--- src/rtl/tdm_demux_1x4.sv ---
// -----------------------------------------------------------------------------
// tdm_demux_1x4
// Splits a serial four-channel TDM sample stream into a parallel frame
// register. A sample marked with din_sync is channel 0. Channels 1..3 follow
// on later valid cycles. When channel 3 arrives, all four channels are
// published together and frame_valid pulses for one cycle.
//
// Optional feature: define TDM_DEMUX_ERR_EN to add the sync error outputs.
//
// Parameters
//   W            sample width in bits (1..32)
// Ports
//   clk          single clock; all logic runs on the rising edge
//   rst          synchronous, active-high reset
//   din          serial TDM sample
//   din_valid    din carries a sample this cycle
//   din_sync     din is channel 0 (frame start); ignored when din_valid=0
//   ch_out       frame register; channel k is at bits [k*W +: W]
//   frame_valid  one-cycle pulse in the cycle ch_out takes a new frame
//   ch_idx       channel index expected for the next accepted sample
//   locked       high while the FSM is in COLLECT
//   sync_err     (TDM_DEMUX_ERR_EN) one-cycle pulse for each sync error
//   err_cnt      (TDM_DEMUX_ERR_EN) sync error count, saturates at 255
// -----------------------------------------------------------------------------
module tdm_demux_1x4 #(
    parameter int W = 8
) (
    input  logic           clk,
    input  logic           rst,
    input  logic [W-1:0]   din,
    input  logic           din_valid,
    input  logic           din_sync,
    output logic [4*W-1:0] ch_out,
    output logic           frame_valid,
    output logic [1:0]     ch_idx,
    output logic           locked
`ifdef TDM_DEMUX_ERR_EN
    ,
    output logic           sync_err,
    output logic [7:0]     err_cnt
`endif
);

    typedef enum logic [0:0] {
        ST_HUNT    = 1'b0,
        ST_COLLECT = 1'b1
    } state_t;

    state_t         state_r;
    state_t         state_nxt_s;
    logic [1:0]     ch_idx_r;
    logic [1:0]     ch_idx_nxt_s;
    // Channel 3 is never shadowed. It goes straight from din into ch_out.
    logic [W-1:0]   shadow_r [0:2];
    logic [4*W-1:0] ch_out_r;
    logic           frame_valid_r;
    logic           store_s;
    logic [1:0]     store_sel_s;
    logic           frame_done_s;

    // Compute the next state and channel index, and which shadow slot to write.
    always_comb begin
        state_nxt_s  = state_r;
        ch_idx_nxt_s = ch_idx_r;
        store_s      = 1'b0;
        store_sel_s  = 2'd0;
        frame_done_s = 1'b0;
        if (din_valid) begin
            case (state_r)
                ST_HUNT: begin
                    if (din_sync) begin
                        store_s      = 1'b1;
                        store_sel_s  = 2'd0;
                        ch_idx_nxt_s = 2'd1;
                        state_nxt_s  = ST_COLLECT;
                    end else begin
                        // Still hunting for a frame start; drop the sample.
                        state_nxt_s  = ST_HUNT;
                    end
                end
                ST_COLLECT: begin
                    if (ch_idx_r == 2'd0) begin
                        if (din_sync) begin
                            store_s      = 1'b1;
                            store_sel_s  = 2'd0;
                            ch_idx_nxt_s = 2'd1;
                        end else begin
                            // A frame start was expected but did not come: lose lock.
                            state_nxt_s  = ST_HUNT;
                            ch_idx_nxt_s = 2'd0;
                        end
                    end else begin
                        if (din_sync) begin
                            // Sync arrived early. Restart the frame at this sample
                            // without dropping lock.
                            store_s      = 1'b1;
                            store_sel_s  = 2'd0;
                            ch_idx_nxt_s = 2'd1;
                        end else if (ch_idx_r == 2'd3) begin
                            frame_done_s = 1'b1;
                            ch_idx_nxt_s = 2'd0;
                        end else begin
                            store_s      = 1'b1;
                            store_sel_s  = ch_idx_r;
                            ch_idx_nxt_s = ch_idx_r + 2'd1;
                        end
                    end
                end
                default: begin
                    state_nxt_s  = ST_HUNT;
                    ch_idx_nxt_s = 2'd0;
                end
            endcase
        end else begin
            // Idle cycle: hold everything and run no timeout.
            state_nxt_s  = state_r;
            ch_idx_nxt_s = ch_idx_r;
        end
    end

    // State, index, shadow and frame registers.
    always_ff @(posedge clk) begin
        if (rst) begin
            state_r       <= ST_HUNT;
            ch_idx_r      <= 2'd0;
            shadow_r[0]   <= {W{1'b0}};
            shadow_r[1]   <= {W{1'b0}};
            shadow_r[2]   <= {W{1'b0}};
            ch_out_r      <= {(4*W){1'b0}};
            frame_valid_r <= 1'b0;
        end else begin
            state_r       <= state_nxt_s;
            ch_idx_r      <= ch_idx_nxt_s;
            frame_valid_r <= frame_done_s;
            if (store_s) begin
                case (store_sel_s)
                    2'd0:    shadow_r[0] <= din;
                    2'd1:    shadow_r[1] <= din;
                    2'd2:    shadow_r[2] <= din;
                    default: shadow_r[0] <= shadow_r[0];
                endcase
            end
            if (frame_done_s) begin
                ch_out_r <= {din, shadow_r[2], shadow_r[1], shadow_r[0]};
            end
        end
    end

    assign ch_out      = ch_out_r;
    assign frame_valid = frame_valid_r;
    assign ch_idx      = ch_idx_r;
    assign locked      = (state_r == ST_COLLECT);

`ifdef TDM_DEMUX_ERR_EN
    logic       err_s;
    logic       sync_err_r;
    logic [7:0] err_cnt_r;

    function automatic logic [7:0] sat_inc8(input logic [7:0] v);
        if (v == 8'hFF) begin
            return 8'hFF;
        end else begin
            return v + 8'd1;
        end
    endfunction

    // A sync error is either a missing sync at channel 0 or an early sync at channels 1..3.
    always_comb begin
        err_s = 1'b0;
        if (din_valid && (state_r == ST_COLLECT)) begin
            err_s = (ch_idx_r == 2'd0) ? !din_sync : din_sync;
        end else begin
            err_s = 1'b0;
        end
    end

    // Error pulse and saturating error counter.
    always_ff @(posedge clk) begin
        if (rst) begin
            sync_err_r <= 1'b0;
            err_cnt_r  <= 8'd0;
        end else begin
            sync_err_r <= err_s;
            if (err_s) begin
                err_cnt_r <= sat_inc8(err_cnt_r);
            end
        end
    end

    assign sync_err = sync_err_r;
    assign err_cnt  = err_cnt_r;
`endif

endmodule

--- config.mk ---
export PLATFORM = sky130hd
export DESIGN_NAME = tdm_demux_1x4
export DESIGN_NICKNAME = d
export VERILOG_FILES = /design/src/rtl/tdm_demux_1x4.sv
export SDC_FILE = /design/constraint.sdc
export NUM_CORES = 1
export LEC_CHECK = 0
export BUFFER_PORTS_ARGS = -buffer_cell sky130_fd_sc_hd__buf_2
export CAP_MARGIN = 20
export CORE_MARGIN = 10
export CORE_UTILIZATION = 50
export DETAILED_ROUTE_END_ITERATION = 6
export GPL_TIMING_DRIVEN = 0
export PLACE_DENSITY = 0.78
export SYNTH_ARGS = -nofsm -noshare
export SYNTH_HDL_FRONTEND = slang
export SYNTH_SLANG_ARGS = --single-unit
--- constraint.sdc ---
create_clock -name clk -period 2.2 [get_ports clk]
set_input_delay 0.11 -clock clk [delete_from_list [all_inputs] [get_ports clk]]
set_output_delay 0.11 -clock clk [all_outputs]
set_load 0.02 [all_outputs]
==> impl_results.md, run 1 <==
* P per Cell Area at 747 nW/um^2
* Clock Pin Slew Worst Setup and Hold Paths at 60 ps
* Post-synthesis sequential area ratio at 59.7%
* Lkg Pwr at 0.00121 uW
* Number of synthesized flops with an enable pin at 24
* Worst Path Required at 2330 ps
* Filler cells at about 400
* Largest net degree at the start of global routing at 11
* Peak VDD IR at between 500 and 600 uV
* R2R setup slack at 110 ps
* Drc violations at 0
* TritonCTS clock tree: done
* Primary FF master, synth: dfxtp_1
* Share of cells above drive strength 1 at 25.5%
* Final min period at approximately 2100 ps
* Post-Syn Area per Cell at 11.5 um^2
* Sink Count at 60
* Register Area at between 1000 and 1500 um^2
* Final Skew at approximately 6.9 ps
* Core region area at 4690 um^2
* Critical path data arrival time at 2220 ps
* Kind of critical path: reg2reg
* Post-CTS Resized at 0
* CP peak stage delay at approximately 480 ps
* CTS Buf Count at 9
* IO buf count at 47
* Initial antenna violation count at 0
* Crit path launch: ch_idx[0]
* DRT Wirelength at 5150 um
* Synth cell count leaders: 40 x nand2b_1, 36 x dfxtp_1, 25 x o21ai_0
* Largest fanout on the critical path at 8
* Mapped Area at 2420 um^2
* Final Hold Viols at 0
* GR Util All Layers at between 10% and 20%
* 1st-pass router iterations at 4
* Hold slack at 65.1 ps
* Layout area overhead at 19.7%
* Crit path max-delay cell type: o41a_1
* Die Y at between 80 and 90 um
* Antenna diode count at 0
* Die Wd at 89.5 um
* Fin crit share at ~95%
* Max-slew violations at 0
* Maxcap violations at 0
* Setup crit start kind: flip-flop
* Net Count, Synth at 227
* Stages on worst setup path at 5
* First-pass GRT wire length at roughly 8200 um
* Nets at approximately 290
* Worst Path Buf+Inv at 1
* Design Power at 2160 uW
* Number of cell rows at 25
* Routed len/inst at 15.7 um
* RR Startpoint: ch_idx[0]
* Skew-Pair Late Insertion Delay at 340 ps
* Normalized max-slew margin at 70.1%
* Multi-input logic area at 892 um^2
* I/O Pins at 48
* Worst setup path end: shadow_r[1][5]
* Number of global-route vias before repair at 1746
* Clock Tree Buf Depth at 2
* Post-route setup TNS at 0 ps
* Slew @ Worst Pin at 448 ps
* Run status: completed
* Vias per std cell at about 5.3
* Yosys warnings at 0
* Post-Synthesis Cells at 211
* HPWL Detailed at 3670 um
* Cell variety after synth at 26
* Post-CTS Setup Inserts at 0
* Clock root buffer: clkbuf_8
* Most frequent cell after synthesis: nand2b_1
* Synth area leaders: dfxtp_1 30%, edfxtp_1 30%, nand2b_1 10%, nand4b_1 8.7%, o21ai_0 5.2%
* Max Freq at 0.479 GHz
* DR iter-0 viols at about 110
* Number of synthesized register bits at 60
* Remaining Overflow, GRT at 0
* Crit path max-delay family: adder cells
* Post-synthesis async set-or-reset flop share at 0%
* Initial Util at 51.5%
* Largest area contributor in the netlist: dfxtp_1
* Hold-fix buffers, CTS at 0
* Reg2reg end: shadow_r[1][5]
* # H-tree levels at 3
* Worst reg2reg path depth at 5
* Share of the synthesized area in the top cell type at 29.8%
* Die ar. at 8010 um^2
* Antenna viol nets, final at 0
* Critical path capture point type: flip-flop
* Final setup fails at 0
* Worst path cell trace: inv_1 > ha_1 > maj3_2 > o41a_1 > nor2_1
* RSZ-0062 raised after global routing: false
* Worst min path class: in2reg
* Placer Congestion at 0.812
* Via count at 1723
cell type report:
type                       instances  share of cell area (%)
timing repair buffer              47                    8.14
inverter                           4                   0.519
multi-input combinational        132                    30.9
clock inverter                     2                   0.346
tap                               54                    2.34
clock buffer                      14                    5.63
buffer                            15                    2.34
sequential                        60                    49.8
cell usage in the layout, fill, tap and decap left out, types with 2 or more instances in the layout:
cell type and count:
edfxtp_1 24, inv_1 4, nor2_1 11, a21oi_1 2
nand2_1 5, buf_2 50, a31o_2 2, nand4b_1 24
nand2b_1 40, mux2i_1 8, o21ai_0 25, buf_4 2
clkinv_2 2, dfxtp_1 36, clkbuf_1 13, clkbuf_8 11
ha_1 4
worst min path at each step:
stage                   start    endpoint  slack, ps  depth (start not counted)
global placement       din[4]  ch_out[28]        400                          3
floorplan           din_valid   ch_idx[0]        270                          2
finish                 din[4]  ch_out[28]         70                          3
global route           din[6]  ch_out[30]         60                          3
CTS                    din[5]  ch_out[29]         60                          3
detailed placement     din[5]  ch_out[29]        410                          3
stage by stage:
step	std cells	utilization (%)	setup WS, ps	cell area, um^2
3_3_place_gp	312	57.9	219	2720
5_1_grt	328	61.6	40.2	2890
4_1_cts	328	61.6	121	2890
6_report	328	61.6	114	2890
3_5_place_dp	312	57.9	154	2720
2_1_floorplan	211	-	310	2420
flip-flops by register name, indices dropped and copies added, names as in the netlist:
signal and flops:
ch_out 32, shadow_r 24, ch_idx 2, frame_valid 1
locked 1
tightest hold or removal path, delay by kind of cell:
family | cells | cell delay [ps]
buffers and inverters | 1 | 100
AND/OR/NAND/NOR | 1 | 80
multiplexers | 1 | 70
cell families (layout without fill, tap and decap cells):
family / count (synthesis) / in the layout / synth area share (%)
AND/OR/NAND/NOR: 86 / 86 / 23.4
flip-flops: 60 / 60 / 59.7
AO/OA/AOI/OAI: 33 / 33 / 7.72
buffers and inverters: 19 / 82 / 3.42
multiplexers: 8 / 8 / 3.31
adder cells (fa/ha/maj): 5 / 5 / 2.54
metal layers:
metal,part of all wire (%),track usage [%],vias to the layer above
li1,-,-,867
met1,45,15.3,799
met2,45,20.8,50
met3,8.8,7.66,7
met4,1.1,5.92,0
met5,0,0,-
power breakdown:
part	internal [uW]	switching [uW]	leakage [uW]	total (uW)
combinational	41.1	56.4	0.000574	97.5
clock	467	399	0.0000905	867
sequential	1180	11.0	0.000542	1190
total	1690	467	0.00121	2160
Power figures use the tool's default switching activity.
==> run 2: changes to the inputs <==
--- a/config.mk
+++ b/config.mk
@@ -8,7 +8,7 @@
 export BUFFER_PORTS_ARGS = -buffer_cell sky130_fd_sc_hd__buf_2
 export CAP_MARGIN = 20
 export CORE_MARGIN = 10
-export CORE_UTILIZATION = 50
+export CORE_UTILIZATION = 54
 export DETAILED_ROUTE_END_ITERATION = 6
 export GPL_TIMING_DRIVEN = 0
 export PLACE_DENSITY = 0.78
==> run 2 against run 1 <==
Non-clock buffer count unchanged. First-iteration DRC count down 37%. Via count down 0.46%. Cell count down 0.61%. Sequential share of layout area up 0.44 points. Clock skew about the same. Power down 3.5%. Clock-buffer cell count up 2. Sequential power about the same. Core utilization up 4.2 points. Global-route usage down 0.30 points. Combinational power down 0.4%.
==> impl_results.md, run 2 (synthesis gave the netlist of run 1 again) <==
* Core region area at 4350 um^2 (-7.2%)
* Finished Layout Cells at 326 (-0.61%)
* CP peak stage delay at 480 ps (about the same)
* Vias per std cell at 5.26 (+0.15%)
* Final Hold Viols at 0 (unchanged)
* Worst Hold Path EP: ch_out[31]
* Switching Share at 21.4% (-0.18 points)
* Part of the power in combinational logic at 4.7% (+0.2 points)
* Net switching power at 447 uW (-4.3%)
* P per Cell Area at 727 nW/um^2 (-2.6%)
* Run status: completed
* Post-CTS Resized at 0 (unchanged)
* Sink Count at 60 (unchanged)
* Critical path data arrival time at 2160 ps (-60 ps)
* Skew-Pair Late Insertion Delay at 330 ps (about the same)
* Maxcap violations at 0 (unchanged)
* Number of global-route vias before repair at 1698 (-2.7%)
* Worst reg2reg path depth at 5 (unchanged)
* Final setup fails at 0 (unchanged)
* Clk pwr share at 38.1% (-2.0 points)
* Placer Congestion at 0.775 (-4.6%)
* Largest net degree at the start of global routing at 11 (unchanged)
* CTS Buf Count at 9 (unchanged)
* Int Power at 1640 uW (-3.3%)
* Post-route setup TNS at 0 ps (unchanged)
* Hold-fix buffers, CTS at 0 (unchanged)
* Clock Pin Slew Worst Setup and Hold Paths at 60 ps (about the same)
* HPWL Detailed at 3530 um (-3.8%)
* Via count at 1715 (-0.46%)
* Post-CTS Setup Inserts at 0 (unchanged)
* Commonest non-fill, non-tap cell in the layout: buf_2
* Worst path cell trace: inv_1 > ha_1 > maj3_2 > o41a_1 > nor2_1
* Worst Path Required at 2340 ps (about the same)
* # H-tree levels at 3 (unchanged)
* Routed len/inst at 15.0 um (-4.3%)
* Hold path cells at 3 (unchanged)
* Max-slew violations at 0 (unchanged)
* Pre-CTS setup slack at 156 ps (+1.12 ps)
* Crit path max-delay family: adder cells
* TritonCTS clock tree: done
* GR Util All Layers at 13.3% (-0.30 points)
* IO buf count at 47 (unchanged)
* Design Power at 2080 uW (-3.5%)
* R2R setup slack at 170 ps (+60 ps)
* I/O Pins at 48 (unchanged)
* First-pass GRT wire length at 7980 um (-2.2%)
* Die Y at 86.9 um (-2.9%)
* Worst min path class: in2reg
* Slew @ Worst Pin at 459 ps (+10.7 ps)
* Remaining Overflow, GRT at 0 (unchanged)
* Initial Util at 55.5% (+4.0 points)
* Layout area overhead at 18.6%
* Initial antenna violation count at 0 (unchanged)
* Peak VDD IR at 458 uV (-16%)
* Final Skew at 7.24 ps (+0.364 ps)
* DRT Wirelength at 4900 um (-4.9%)
* Largest fanout on the critical path at 8 (unchanged)
* Critical path capture point type: flip-flop
* Stages on worst setup path at 5 (unchanged)
* Antenna viol nets, final at 0 (unchanged)
* Normalized max-slew margin at 69.4% (-0.71 points)
* Fin worst setup slack at 171 ps (+56.7 ps)
* Multi-input logic area at 892 um^2 (unchanged)
* RR Startpoint: ch_idx[0]
* DR iter-0 viols at 71 (-37%)
* Setup crit start kind: flip-flop
* Nets at 285 (unchanged)
* Die ar. at 7550 um^2 (-5.8%)
* Reg2reg end: shadow_r[0][3]
* Clock root buffer: clkbuf_8
* Most frequent cells in the layout: 50 x buf_2, 40 x nand2b_1, 36 x dfxtp_1
* Kind of critical path: reg2reg
* Fin crit share at 92.2% (-2.6 points)
* Register Area at 1440 um^2 (unchanged)
* Crit path max-delay cell type: o41a_1
* RSZ-0062 raised after global routing: false
* Share of cells above drive strength 1 at 24.1% (-1.5 points)
* Hold Crit Start: din[7]
* Sequential share of power at 57.3% (+2.0 points)
* Max Freq at 0.493 GHz (+2.8%)
* Antenna diode count at 0 (unchanged)
* Worst Path Buf+Inv at 1 (unchanged)
* Filler cells at 363 (-9.0%)
* Max reg flops at 32 (unchanged)
* Util after Layout at 65.8% (+4.2 points)
* Die Wd at 86.9 um (-2.9%)
* Drc violations at 0 (unchanged)
* Final min period at 2030 ps (-56.7 ps)
* Lkg Pwr at 0.00119 uW (-1.4%)
* Number of cell rows at 24 (-4.0%)
* Clock Tree Buf Depth at 2 (unchanged)
* 1st-pass router iterations at 4 (unchanged)
* Dpl cells at 310 (-0.64%)
[run 2: routing by layer]
layer | routed length (um) | GRT usage [%] | share of wire [%] | up-vias
met3 | 435 | 6.18 | 8.9 | 10
met1 | 2260 | 15.8 | 46 | 776
met4 | 87 | 6.77 | 1.8 | 0
met5 | 0 | 0 | 0 | -
met2 | 2120 | 19.7 | 43 | 61
li1 | - | - | - | 868
[run 2: worst max-delay path by stage]
stage	from	endpoint	slack, ps
2_1_floorplan	ch_idx[0]	shadow_r[0][0]	310
3_3_place_gp	ch_idx[0]	shadow_r[0][3]	210
3_5_place_dp	ch_idx[0]	shadow_r[0][4]	160
4_1_cts	ch_idx[0]	shadow_r[2][4]	140
5_1_grt	ch_idx[0]	shadow_r[0][4]	40
6_report	ch_idx[0]	shadow_r[0][3]	170
[run 2: power by group through the flow]
stage / registers [uW] / clock network [uW] / logic, uW
4_1_cts: 1190 / 803 / 98.3
2_1_floorplan: 1220 / 0 / 61.0
5_1_grt: 1190 / 860 / 108
3_5_place_dp: 1220 / 0 / 98.0
3_3_place_gp: 1220 / 0 / 95.4
6_report: 1190 / 793 / 97.1
[run 2: worst reg2reg max path: stages (launching register included)]
cell and delay, ps:
dfxtp_1 420, inv_1 100, ha_1 260, maj3_2 300, o41a_1 480, nor2_1 290
[run 2: cell type report]
class / count / share of cell area (%)
clock buffers: 16 / 5.24
inverters: 4 / 0.524
repair buffers: 47 / 8.21
multi-input cells: 132 / 31.1
well taps: 52 / 2.27
plain buffers: 15 / 2.36
flip-flops and latches: 60 / 50.3
[run 2: per-stage QoR]
stage | hold slack, ps | instance area, um^2
final | 75.1 | 2870
after global routing | 91.1 | 2870
after CTS | 67.6 | 2870
after detailed placement | 408 | 2720
after global placement | 401 | 2720
after floorplan | 267 | 2420
